### src/rtl/reg_file_param.sv
`default_nettype none
// ============================================================================
// reg_file_param : 1-write / 2-read register file with registered reads,
//                  write-first bypass, optional zero register and clear sweep
// Revision       : 1.0
// ============================================================================
module reg_file_param #(
  parameter int DATA_W   = 32,
  parameter int ADDR_W   = 6,
  parameter bit ZERO_REG = 1'b1
) (
  input  logic              clk,
  input  logic              reset_n,
  input  logic              we,
  input  logic [ADDR_W-1:0] wr_addr,
  input  logic [DATA_W-1:0] wr_data,
  input  logic [ADDR_W-1:0] rs_addr,
  input  logic [ADDR_W-1:0] rt_addr,
  input  logic              clear,
  output logic [DATA_W-1:0] rs_data,
  output logic [DATA_W-1:0] rt_data,
  output logic              busy
);

  localparam int                DEPTH    = 2 ** ADDR_W;
  localparam logic [ADDR_W-1:0] LAST_IDX = {ADDR_W{1'b1}};

  typedef enum logic [0:0] {
    ST_IDLE  = 1'b0,
    ST_CLEAR = 1'b1
  } state_t;

  state_t            state_q, state_d;
  logic [ADDR_W-1:0] cnt_q, cnt_d;
  logic              busy_q, busy_d;
  logic [DATA_W-1:0] rs_data_q, rs_data_d;
  logic [DATA_W-1:0] rt_data_q, rt_data_d;

  logic [DATA_W-1:0] mem_q [DEPTH];
  logic              mem_we;
  logic [ADDR_W-1:0] mem_waddr;
  logic [DATA_W-1:0] mem_wdata;
  logic              wr_ok;

  // A write is architecturally visible only in IDLE and never to a hardwired r0.
  assign wr_ok = we && (state_q == ST_IDLE) && !(ZERO_REG && (wr_addr == '0));

  always_comb begin
    state_d   = state_q;
    cnt_d     = cnt_q;
    busy_d    = busy_q;
    rs_data_d = '0;
    rt_data_d = '0;
    mem_we    = 1'b0;
    mem_waddr = wr_addr;
    mem_wdata = wr_data;

    if (state_q == ST_CLEAR) begin
      mem_we    = 1'b1;
      mem_waddr = cnt_q;
      mem_wdata = '0;
      cnt_d     = cnt_q + ADDR_W'(1);
      if (cnt_q == LAST_IDX) begin
        state_d = ST_IDLE;
        busy_d  = 1'b0;
      end
    end else begin
      mem_we = wr_ok;

      if (wr_ok && (wr_addr == rs_addr))      rs_data_d = wr_data;
      else if (ZERO_REG && (rs_addr == '0))   rs_data_d = '0;
      else                                    rs_data_d = mem_q[rs_addr];

      if (wr_ok && (wr_addr == rt_addr))      rt_data_d = wr_data;
      else if (ZERO_REG && (rt_addr == '0))   rt_data_d = '0;
      else                                    rt_data_d = mem_q[rt_addr];

      if (clear) begin
        state_d = ST_CLEAR;
        cnt_d   = '0;
        busy_d  = 1'b1;
      end
    end
  end

  always_ff @(posedge clk or negedge reset_n) begin
    if (!reset_n) begin
      state_q   <= ST_CLEAR;
      cnt_q     <= '0;
      busy_q    <= 1'b1;
      rs_data_q <= '0;
      rt_data_q <= '0;
    end else begin
      state_q   <= state_d;
      cnt_q     <= cnt_d;
      busy_q    <= busy_d;
      rs_data_q <= rs_data_d;
      rt_data_q <= rt_data_d;
    end
  end

  // Storage is deliberately not reset; the sweep zeroes it after reset release.
  always_ff @(posedge clk) begin
    if (mem_we) mem_q[mem_waddr] <= mem_wdata;
  end

  assign rs_data = rs_data_q;
  assign rt_data = rt_data_q;
  assign busy    = busy_q;

endmodule
`default_nettype wire

### config.mk
export PLATFORM = sky130hd
export DESIGN_NAME = reg_file_param
export DESIGN_NICKNAME = d
export VERILOG_FILES = /design/src/rtl/reg_file_param.sv
export SDC_FILE = /design/constraint.sdc
export NUM_CORES = 2
export LEC_CHECK = 0
export BUFFER_PORTS_ARGS = -buffer_cell sky130_fd_sc_hd__buf_2
export CAP_MARGIN = 10
export CORE_MARGIN = 4
export CORE_UTILIZATION = 50
export CTS_BUF_LIST = sky130_fd_sc_hd__clkbuf_8
export CTS_CLUSTER_SIZE = 12
export DETAILED_ROUTE_END_ITERATION = 16
export PLACE_DENSITY = 0.66
export SLEW_MARGIN = 0
export SYNTH_ARGS = -nofsm -noshare
export SYNTH_HDL_FRONTEND = slang
export SYNTH_SLANG_ARGS = --single-unit
### constraint.sdc
create_clock -name clk -period 3.87 [get_ports clk]
set_input_delay 0.5805 -clock clk [delete_from_list [all_inputs] [get_ports clk]]
set_output_delay 0.5805 -clock clk [all_outputs]
set_load 0.1 [all_outputs]
==> run_results.csv <==
group,metric,value,unit
outcome,outcome,"complete, no violations",
setup_path,rr_startpoint,"state_q",
power,switching_share,28.74,%
synth,synth_top_cell_by_area,"edfxtp_1",
synth,synth_xor_area_share,0.1336,%
timing,rsz0062_at_grt,"no",
hold_path,holdCritPathClass,"in -> reg",
cells_and_area,ff_latch_area,63300,µm²
routing,initialDrtViolationCount,10582,
power,seqPwrFrac,49.4,%
timing,hold_violations,0,
setup_path,r2r-end,"mem_q[28][3]",
cells_and_area,design_area,112600,µm²
power,fin_total_pwr,55.77,mW
global_routing,grt_max_degree,74,
clocking,clock_path_buffers,4,
global_routing,grt_pass1_wl,494800,µm
synth,avgSynthCellArea,19.18,µm²
synth,yosys.area_share.simple,2.548,%
cells_and_area,nNetsFinal,5805,
hold_path,hold_start,"rt_addr[4]",
timing,fmax,286.9,MHz
clocking,cts_tree,"yes",
die,coreArea,195200,µm²
place,gp_routability_congestion,1.009,
routing,drtPass1Iterations,7,
clocking,cts_buffers,356,
synth,ys.flop_type,"edfxtp_1",
timing,timing.hold.ws,0.1058,ns
die,die_width,451.5,µm
power,ir_drop,0.4408,mV
synth,synth_top_family_by_area,"multiplexers",
timing,maxSlewHeadroom,13.32,%
cells_and_area,area_growth,14.53,%
die,die_area,203900,µm²
synth,synth_compound_gate_area_share,4.491,%
hold_path,min_to,"rt_data[8]",
power,p_clk_share,33.8,%
synth,synth.area.top_cells,"edfxtp_1, mux4_2, mux2i_1, dfrtp_1, o22ai_1",
synth,synth_common_cells,"edfxtp_1, mux4_2, mux2i_1, o22ai_1, nand2_1",
synth,seq_area_frac_synth,64.36,%
timing,skew,0.07526,ns
clocking,root_buffer,"clkbuf_8",
synth,synthArstFlopShare,3.396,%
job,drv_cap,0,
routing,vias,62091,
clocking,clock_sinks,2120,
synth,syn_area,98360,µm²
place,portBuffers,118,
setup_path,arrival,4.23,ns
timing,worst_pin_slew,1.295,ns
synth,synth_cell_type_count,76,
die,ioPinCount,119,
timing,finalCriticalPeriod,3.485,ns
clocking,clkTransAtPathRegs,0.06,ns
synth,synthAdderAreaFrac,0.01272,%
routing,wl,362600,µm
global_routing,grt_usage,35.41,%
hold_path,whs_path_depth,4,
timing,setup_viol,0,
power,p_sw,16.03,mW
synth,synth_nets,5183,
synth,synth_warnings,0,
power,p_int,39.74,mW
power,leakagePower,38.16,nW
timing,setup_tns,0,ns
timing,finalCritPeriodShare,90.06,%
routing,via_per_inst,7.177,
synth,synth_top_area_share,62.53,%
clocking,cts_resized,0,
place,place_hpwl,238600,µm
die,die_h,451.5,µm
setup_path,crit_required,4.62,ns
place,placed_area,105900,µm²
synth,synth_edf_count,2048,
cells_and_area,nFillCells,14409,
power,power_density,495.1,nW/µm²
power,combPwrFrac,16.8,%
setup_path,r2r_slack,0.38,ns
cells_and_area,drive_above_1_share,35.72,%
clocking,clk_latency,1.11,ns
synth,syn-instance-count,5128,
die,rows,162,
synth,synth_most_common_cell,"edfxtp_1",
routing,post-route-drc-count,0,
routing,ant_nets,0,
synth,synthMuxAreaShare,25.96,%
cells_and_area,multi_input_area,33200,µm²
global_routing,antenna_found_initial,31,
setup_path,worstPathMaxFanout,21,
die,initial_core_util,50.39,%
clocking,ctsHtreeMaxLevel,5,
setup_path,r2r_cells,7,
synth,ys_ff_latch,2120,
setup_path,critPathKind,"reg -> reg",
setup_path,setup.worst_path.start_class,"flip-flop",
clocking,cts_setup_buffers,0,
timing,drv_slew,0,
routing,wl_per_cell,41.91,µm
global_routing,overflow,0,
setup_path,critPathCaptureType,"flip-flop",
global_routing,grt_pass1_vias,60628,
layer usage:
layer  vias up  GRT usage, %  wire length [µm]
met1     32110         45.92            121600
met4        30         21.35             26960
met2      5332         51.56            158700
li1      23359             -                 -
met3      1260         12.79             55120
met5         -             0               195
layout make-up:
type	count	share of cell area [%]
inverters	36	0.1200
flip-flops and latches	2120	56.20
clock inverters	233	1.053
clock buffers	383	4.680
repair buffers	660	5.517
diodes	19	0.04221
well taps	2624	2.915
multi-input cells	2576	29.48
flip-flops by register name, indices dropped and copies added (netlist names):
signal and cells:
busy 1, cnt_q 6, mem_q 2048, rs_data 32
rt_data 32, state_q 1
kinds of logic after synthesis:
logic type | Yosys count
buffers and inverters | 432
multiplexers | 1389
flip-flops | 2120
adder cells (fa/ha/maj) | 1
XOR/XNOR | 15
AO/OA/AOI/OAI | 637
AND/OR/NAND/NOR | 534
power groups by stage:
stage	sequential [mW]	clock [mW]	combinational [mW]
final	27.6	18.8	9.38
after global routing	27.7	20.0	9.43
after CTS	27.5	18.9	9.07
after detailed placement	28.0	0	9.03
after global placement	27.9	0	8.98
after floorplan	28.1	0	4.38
stage by stage:
stage          std cells  worst slack [ns]  utilization [%]
6_report            8651            0.3845            57.71
4_1_cts             8632            0.4594            57.68
3_3_place_gp        7990           -0.4278            54.24
5_1_grt             8637            0.3700            57.69
3_5_place_dp        7992           -0.1798            54.25
2_1_floorplan       5128            0.3953                -
worst max path at each step:
| stage | slack (ns) | cells after the start | to | startpoint |
|---|---|---|---|---|
| 2_1_floorplan | 0.40 | 7 | mem_q[14][0] | state_q |
| 3_3_place_gp | -0.43 | 8 | rs_data[16] | rs_addr[0] |
| 3_5_place_dp | -0.18 | 9 | rs_data[16] | rs_addr[2] |
| 4_1_cts | 0.46 | 7 | mem_q[28][3] | state_q |
| 5_1_grt | 0.37 | 7 | mem_q[28][7] | state_q |
| 6_report | 0.38 | 7 | mem_q[28][3] | state_q |
cell usage in the layout (no fill, tap or decap), types with 8 or more instances in the layout:
cell type,n
edfxtp_1,2048
mux4_2,926
mux2i_1,432
buf_4,407
clkbuf_8,383
o22ai_1,155
nand2_1,142
inv_1,116
buf_12,113
buf_2,108
clkinv_1,89
a21oi_1,89
a22oi_1,87
nor3_1,74
dfrtp_1,70
nor2_4,67
nor2_1,64
nand3_1,54
o21ai_0,47
a211oi_1,47
nor2b_1,42
clkinv_2,42
o221ai_1,37
mux2_2,30
o211ai_1,29
dlygate4sd3_1,24
nand2b_1,22
a221oi_1,21
a31oi_1,21
diode_2,19
o32ai_1,17
xnor2_1,12
a221o_1,12
o21ai_1,11
and2_1,10
a2111oi_0,10
nor4_1,9
bufinv_16,9
o31ai_1,8
repair_timing:
item | CTS | global route
setup endpoints to repair | 0 | 0
endpoints found under the hold margin | 121 | 0
hold buffers | 24 | 0
worst max-delay path: stages (launching register included):
cell	delay, ns
dfstp_2	0.85
inv_2	0.16
o32ai_1	0.34
buf_4	0.18
nand2_1	0.08
buf_4	0.23
nor2_4	0.97
buf_4	0.34
(Power assumes the default switching activity.)
